`config.mk`:
```
export PLATFORM = sky130hd
export DESIGN_NAME = ysyx_22040895_immctl
export DESIGN_NICKNAME = d
export VERILOG_FILES = /design/src/rtl/ysyx_22040895_immctl.sv
export SDC_FILE = /design/constraint.sdc
export NUM_CORES = 1
export LEC_CHECK = 0
export ABC_AREA = 0
export ABC_CLOCK_PERIOD_IN_PS = 1700
export CAP_MARGIN = 20
export CELL_PAD_IN_SITES_DETAIL_PLACEMENT = 1
export CELL_PAD_IN_SITES_GLOBAL_PLACEMENT = 2
export CORE_MARGIN = 1.5
export CORE_UTILIZATION = 25
export CTS_CLUSTER_SIZE = 25
export DETAILED_ROUTE_END_ITERATION = 10
export GPL_TIMING_DRIVEN = 0
export MAX_ROUTING_LAYER = met4
export PLACE_DENSITY = 0.8
export SYNTH_ARGS = -nofsm -noshare
export SYNTH_HDL_FRONTEND = slang
export SYNTH_SLANG_ARGS = --single-unit
```
`constraint.sdc`:
```
create_clock -name clk -period 1.7 [get_ports clk]
set_input_delay 0.34 -clock clk [delete_from_list [all_inputs] [get_ports clk]]
set_output_delay 0.34 -clock clk [all_outputs]
set_load 0.01 [all_outputs]
```
`src/rtl/ysyx_22040895_immctl.sv`:
```
// Immediate-generation sequencer: decodes one RV64 instruction, feeds the sign extender,
// applies the format shift and hands the 64-bit immediate downstream.
module ysyx_22040895_immctl #(
  parameter int XLEN = 64,
  parameter int ILEN = 32
) (
  input  logic            clk,
  input  logic            rst_n,
  input  logic            flush_i,
  input  logic            in_valid_i,
  output logic            in_ready_o,
  input  logic [ILEN-1:0] in_inst_i,
  output logic            immsel_o,
  output logic [11:0]     imm1_o,
  output logic [19:0]     imm2_o,
  input  logic [XLEN-1:0] simm_i,
  output logic            out_valid_o,
  input  logic            out_ready_i,
  output logic [XLEN-1:0] out_imm_o,
  output logic [2:0]      out_fmt_o
);

  localparam logic [2:0] FMT_R   = 3'd0;
  localparam logic [2:0] FMT_I   = 3'd1;
  localparam logic [2:0] FMT_S   = 3'd2;
  localparam logic [2:0] FMT_B   = 3'd3;
  localparam logic [2:0] FMT_U   = 3'd4;
  localparam logic [2:0] FMT_J   = 3'd5;
  localparam logic [2:0] FMT_ILL = 3'd7;

  typedef enum logic [1:0] {IDLE, EXT, HOLD} state_t;

  typedef struct packed {
    logic        sel;
    logic [11:0] imm1;
    logic [19:0] imm2;
    logic [2:0]  fmt;
  } dec_t;

  state_t          state;
  logic [2:0]      fmt_q;
  dec_t            dec;
  logic [XLEN-1:0] fixed;
  logic            accept;

  assign in_ready_o = !flush_i && ((state == IDLE) || (state == HOLD && out_ready_i));
  assign accept     = in_valid_i && in_ready_o;

  always_comb begin
    dec     = '0;
    dec.fmt = FMT_ILL;
    case (in_inst_i[6:0])
      7'b0010011, 7'b0000011, 7'b1100111, 7'b0011011, 7'b1110011: begin
        dec.fmt  = FMT_I;
        dec.sel  = 1'b1;
        dec.imm1 = in_inst_i[31:20];
      end
      7'b0100011: begin
        dec.fmt  = FMT_S;
        dec.sel  = 1'b1;
        dec.imm1 = {in_inst_i[31:25], in_inst_i[11:7]};
      end
      7'b1100011: begin
        dec.fmt  = FMT_B;
        dec.sel  = 1'b1;
        dec.imm1 = {in_inst_i[31], in_inst_i[7], in_inst_i[30:25], in_inst_i[11:8]};
      end
      7'b0110111, 7'b0010111: begin
        dec.fmt  = FMT_U;
        dec.imm2 = in_inst_i[31:12];
      end
      7'b1101111: begin
        dec.fmt  = FMT_J;
        dec.imm2 = {in_inst_i[31], in_inst_i[19:12], in_inst_i[20], in_inst_i[30:21]};
      end
      7'b0110011, 7'b0111011: dec.fmt = FMT_R;
      default: ;
    endcase
  end

  // B/J fields drop the implicit zero LSB and U drops the low 12 bits; restore them here.
  always_comb begin
    fixed = '0;
    case (fmt_q)
      FMT_I, FMT_S: fixed = simm_i;
      FMT_B, FMT_J: fixed = simm_i << 1;
      FMT_U:        fixed = simm_i << 12;
      default:      fixed = '0;
    endcase
  end

  always_ff @(posedge clk or negedge rst_n) begin
    if (!rst_n) begin
      state       <= IDLE;
      fmt_q       <= FMT_R;
      immsel_o    <= 1'b0;
      imm1_o      <= '0;
      imm2_o      <= '0;
      out_valid_o <= 1'b0;
      out_imm_o   <= '0;
      out_fmt_o   <= FMT_R;
    end else if (flush_i) begin
      state       <= IDLE;
      out_valid_o <= 1'b0;
    end else if (accept) begin
      // covers both IDLE and the HOLD case where the downstream handshake completes
      state       <= EXT;
      fmt_q       <= dec.fmt;
      immsel_o    <= dec.sel;
      imm1_o      <= dec.imm1;
      imm2_o      <= dec.imm2;
      out_valid_o <= 1'b0;
    end else begin
      case (state)
        IDLE: ;
        EXT: begin
          out_imm_o   <= fixed;
          out_fmt_o   <= fmt_q;
          out_valid_o <= 1'b1;
          state       <= HOLD;
        end
        HOLD: if (out_ready_i) begin
          out_valid_o <= 1'b0;
          state       <= IDLE;
        end
        default: state <= IDLE;
      endcase
    end
  end

endmodule

```
Yosys cells after proc, flatten, opt, wreduce, memory -nomap -nowiden
Index checks and enable logic that the tools add are counted.
{"block": "word_totals", "register_bits": 106, "latchBits": 0, "ramBits": 0, "rom_bits": 0, "in_bits": 101, "out_inout_bits": 102, "wordCells": 59, "memories": 0}
{"block": "op_classes", "n_addsub": 0, "mul": 0, "div_mod_pow": 0, "magnitude_cmp": 0, "n_eq_ne": 21, "shifts": 0, "n_mux": 12, "bitwise_logic": 2, "reduce_logical": 16}
{"op": "$pmux W64 S3", "n": 1}
{"op": "$pmux W20 S2", "n": 1}
{"op": "$pmux W13 S3", "n": 1}
{"op": "$eq A7 B6 Y1 const B", "n": 4}
{"op": "$eq A7 B7 Y1 const B", "n": 4}
{"op": "$eq A7 B5 Y1 const B", "n": 3}
{"op": "$pmux W3 S6", "n": 1}
{"op": "$reduce_or A2 Y1", "n": 4}
{"op": "$eq A7 B2 Y1 const B", "n": 1}
{"op": "$eq A3 B2 Y1 const B", "n": 2}
{"op": "$eq A3 B3 Y1 const B", "n": 2}
{"op": "$mux W2", "n": 3}
{"op": "$pmux W2 S3", "n": 1}
{"op": "$reduce_and A2 Y1", "n": 3}
{"op": "$reduce_or A5 Y1", "n": 1}
{"op": "$ne A4 B4 Y1 const B", "n": 1}
{"op": "$reduce_bool A4 Y1", "n": 1}
{"op": "$eq A3 B1 Y1 const B", "n": 1}
{"op": "$logic_and A1 B1 Y1", "n": 3}
{"op": "$mux W1", "n": 3}
{"op": "$ne A3 B3 Y1 const B", "n": 1}
{"op": "$reduce_and A3 Y1", "n": 1}
{"op": "$eq A2 B1 Y1 const B", "n": 1}
{"op": "$eq A2 B2 Y1 const B", "n": 1}
{"op": "other kinds (5)", "n": 6}

Longest topological paths before layout
{"block": "depth", "ltp_word": 7, "ltp_mapped": 9, "mapped_depth_nobuf": 6}

Worst setup path after synthesis
No wires, ideal clock.
{"block": "synth_path", "kind": "register -> register", "from": "register state[0]", "to": "register out_fmt_o[1]", "setup_ns": 0.125, "arrival_time_ns": 1.706, "required_ns": 1.575, "path_slack_ns": -0.131, "path_stages_with_launch": 8, "path_buffers": 2, "synth_period_minus_slack_ns": 1.831, "cell_sequence": "dfrtp_1 inv_1 ha_1 a21oi_4 o211ai_1 buf_2 buf_2 mux2_2"}
{"block": "synth_between", "elab_chain_len": 7, "word_cells_on_any_way": 9}
{"element": "from (decl)", "line_no": "40", "source": "state_t state;"}
{"element": "from (signal assigned)", "line_no": "94", "source": "state <= IDLE;"}
{"element": "from (signal assigned)", "line_no": "103", "source": "state <= IDLE;"}
{"element": "from (signal assigned)", "line_no": "107", "source": "state <= EXT;"}
{"element": "$eq A2 B2 Y1", "line_no": "46", "source": "assign in_ready_o = !flush_i && ((state == IDLE) || (state == HOLD && out_ready_i));"}
{"element": "$logic_and A1 B1 Y1", "line_no": "46"}
{"element": "$logic_or A1 B1 Y1", "line_no": "46"}
{"element": "$logic_and A1 B1 Y1", "line_no": "46"}
{"element": "$logic_and A1 B1 Y1", "line_no": "47", "source": "assign accept = in_valid_i && in_ready_o;"}
{"element": "$not A1 Y1 (no line)"}
{"element": "$reduce_and A3 Y1 (no line) *"}
{"element": "to (signal assigned)", "line_no": "118", "source": "out_fmt_o <= fmt_q;"}
{"element": "to (decl)", "line_no": "20", "source": "output logic [2:0] out_fmt_o"}
Mark *: on every way between the ends. The rest lies on a longest branch, timed or not.
A chain may end at the register's enable or synchronous reset.

Worst setup path after layout
{"block": "layout_path", "from": "register state[1]", "to": "register out_imm_o[56]"}
{"block": "layout_between", "elab_chain_len": 7, "word_cells_on_any_way": 9}
{"element": "$eq A2 B2 Y1", "line_no": "46"}
{"element": "$logic_and A1 B1 Y1", "line_no": "46"}
{"element": "$logic_or A1 B1 Y1", "line_no": "46"}
{"element": "$logic_and A1 B1 Y1", "line_no": "46"}
{"element": "$logic_and A1 B1 Y1", "line_no": "47"}
{"element": "$not A1 Y1 (no line)"}
{"element": "$reduce_and A3 Y1 (no line) *"}
{"element": "to (signal assigned)", "line_no": "117", "source": "out_imm_o <= fixed;"}
{"element": "to (decl)", "line_no": "19", "source": "output logic [XLEN-1:0] out_imm_o,"}
Marked as above.

==> reports/metrics.csv <==
stage,metric,value,unit
pwr,VDD IR max,0.401,mV
layout,"commonest non-fill, non-tap cell in the layout",clkdlybuf4s50_1,
layout,Synth-to-Final Area Change,61.7,%
pwr,leakage,5.02,nW
global_routing,pin count of the biggest net entering global routing,56,
clock_network,CTS tree,yes,
critical_path,R2R Path Start,state[1]$_DFFE_PN0P_,
synthesis,synth top area cells,"dfrtp_1 39%, mux2i_1 9.7%, a21oi_1 6.2%",
global_routing,first-pass GRT wire length,46.0,mm
pwr,"Power, Total",10.4,mW
synthesis,Cell variety after synth,47,
route,DRT iter0 DRCs,399,
global_routing,GRT Total Usage,21.8,%
pwr,Net Switching,3.76,mW
place,post-DP HPWL,21.6,mm
min_path,hold path start,in_inst_i[5],
timing,Slew @ Worst Pin,0.622,ns
layout,most frequent cells in the layout,"186 x clkdlybuf4s50_1, 105 x dfrtp_1, 85 x a21oi_1",
route,total vias in the final route,7284,
floorplan,Initial Util,25.4,%
floorplan,Die ar.,28300,um2
global_routing,total grt overflow,0,
floorplan,Die X,168,um
clock_network,CTS buffer count,9,
critical_path,Worst Setup End Kind,register,
place,number of buffers added on ports,201,
timing,final worst slack,-0.233,ns
timing,Slew headroom,58.3,%
layout,nets@finish,1129,
clock_network,Skew-Pair Late Insertion Delay,0.37,ns
min_path,Worst Hold Class,primary input to register,
synthesis,cell taking the most area after synthesis,dfrtp_1,
route,mean routed wirelength per cell,22.2,um
layout,layout cells sized above 1,22.9,%
status,status,"complete, but fails checks",
synthesis,Synth Instances,764,
timing,Max Clock Freq,517,MHz
synthesis,Yosys top cell area share,38.8,%
clock_network,clock slew at reported path FFs,0.08,ns
synthesis,#FFs+latches synth,106,
floorplan,row count,60,
timing,minimum clock period,1.93,ns
critical_path,CP startpoint,state[1]$_DFFE_PN0P_,
flow_run,MaxCap Viol Count,0,
clock_network,Clock Sinks,106,
synthesis,commonest register cell after synthesis,dfrtp_1,
place,Placer Congestion,0.835,
critical_path,Worst setup SP type,register,
timing,Layout Skew,0.0140,ns
floorplan,io pins,203,
pwr,register share of total power,34.5,%
route,Via density,5.31,
pwr,Clock power frac,21.7,%
timing,unrepaired setup endpoints after global routing,yes,
floorplan,Die Ht,168,um
critical_path,CP required,1.99,ns
synthesis,Post-synth EDFFs,0,
pwr,Pint,6.63,mW
critical_path,kind of critical path,register to register,
synthesis,Avg Synthesized Cell Area,8.95,um2
clock_network,root buffer cell,clkbuf_16,
status,failing checks,setup timing,
timing,Final setup violation count,102,
route,total wire length,30.5,mm
timing,final max-slew violation count,0,
timing,hold_ws,0.428,ns
synthesis,sequential area share after synthesis,38.8,%
synthesis,Post-Syn Area,6830,um2
synthesis,YS warnings,0,
global_routing,antenna violations before repair,0,
clock_network,clk buf depth,2,
critical_path,CP arrival,2.22,ns
timing,"Hold Vio Cnt, Final",0,
pwr,sw frac,36.2,%
pwr,Pwr per Cell Area,941,nW/um2
synthesis,"FFs w/ async S/R, synth",100,%
layout,Inserted Diodes,0,
route,ANT nets after route,0,
timing,Final Cycle Share,114,%
critical_path,"Max FO, Critical Path",5,
synthesis,Mapped Nets,868,
floorplan,core footprint,26900,um2
clock_network,H-Tree Depth,3,
route,Pre-antenna DRT Iters,4,
layout,fillers,3007,
route,# DRC,0,
pwr,combinational share of power,43.8,%
global_routing,vias in the first global route,7718,
## power by group through the flow
| stage | combinational, mW | sequential (mW) | clock (mW) |
|---|---|---|---|
| finish | 4.55 | 3.59 | 2.25 |
| global route | 4.88 | 3.68 | 2.39 |
| CTS | 4.37 | 3.58 | 2.32 |
| detailed placement | 3.98 | 3.59 | 0 |
| global placement | 3.92 | 3.59 | 0 |
| floorplan | 1.53 | 3.78 | 0 |
## worst paths after layout
kind / endpoint / slack (ns) / cells after the start
max: out_imm_o[56]$_DFFE_PN0P_ / -0.23 / 9
min: fmt_q[1]$_DFFE_PN0P_ / 0.43 / 3
max reg2reg: out_imm_o[56]$_DFFE_PN0P_ / -0.23 / 9
min reg2reg: out_imm_o[59]$_DFFE_PN0P_ / 0.49 / 2
max in group asynchronous: out_imm_o[53]$_DFFE_PN0P_ / 0.52 / 3
min in group asynchronous: out_imm_o[28]$_DFFE_PN0P_ / 0.49 / 2
## critical path: stages (launching register included)
cell and delay [ns]:
dfrtp_1 0.41, inv_2 0.07, ha_4 0.17, a21oi_4 0.15, o211ai_1 0.10, buf_4 0.15
buf_4 0.14, a211o_4 0.33, buf_2 0.19, o21ai_1 0.14
## logic make-up after synthesis
group,share of synthesized area [%]
mux,10.8
xor+xnor,0.128
simple gates,13.4
compound gates,30.2
flops,38.8
buf+inv,6.10
fa+ha+maj,0.549
## layout make-up
cell class                 count  area, um2  share of cell area (%)
tap                          341        427                    3.86
sequential                   106       2650                    24.0
inverter                       6       22.5                   0.204
clock inverter                 7       88.8                   0.804
multi-input combinational    573       4370                    39.5
timing repair buffer         259       2710                    24.5
buffer                        70        557                    5.04
clock buffer                   9        225                    2.04
## through the flow
stage | std cells | instance area (um2) | utilization [%] | TNS, ns | setup slack [ns]
global placement | 1306 | 9300 | 34.6 | -501.66 | -4.07
finish | 1371 | 11100 | 41.1 | -16.43 | -0.233
global route | 1371 | 11100 | 41.1 | -23.27 | -0.319
floorplan | 764 | 6860 | - | -0.0371 | -0.00371
detailed placement | 1307 | 9330 | 34.7 | -72.38 | -0.863
CTS | 1369 | 10700 | 39.9 | -22.72 | -0.357
## sequential cells by signal, summed over array words and instances (netlist names)
name,cells
imm1_o,12
out_valid_o,1
imm2_o,20
out_imm_o,64
fmt_q,3
out_fmt_o,3
immsel_o,1
state,2
## routing by layer
layer | wire length (um) | share of wire, % | global-route usage, %
met5 | 0 | 0 | -
met4 | 521 | 1.7 | 5.01
met3 | 1510 | 5.0 | 3.67
met2 | 15200 | 50 | 37.5
met1 | 13200 | 43 | 26.6
## Yosys cell counts, types with 2 or more instances
cell	number
a311oi_1	2
a22o_1	39
ha_1	3
nor4_1	8
inv_1	6
a311o_1	13
a211o_1	28
clkbuf_1	33
nand2_1	67
o2bb2ai_1	2
buf_6	3
or2_2	3
mux2_2	7
a21oi_1	85
o21ai_1	6
nor3_1	9
buf_2	33
o21ai_0	67
buf_4	9
nand4bb_1	6
o22ai_1	6
dfrtp_1	106
nand2b_1	29
nor2_1	54
a31oi_1	13
o21bai_1	2
a22oi_1	17
or3_1	6
mux2i_1	66
a221oi_1	19
## timing repair
action / CTS / global route
hold buffers: 1 / 0
gates cloned: 12 / 1
hold endpoints to repair: 51 / 0
setup endpoints to repair: 106 / 112
gates resized for setup: 178 / 114
pin swaps: 27 / 28
buffers inserted: 35 / 14
No activity file was read; power rests on OpenSTA's default activity.
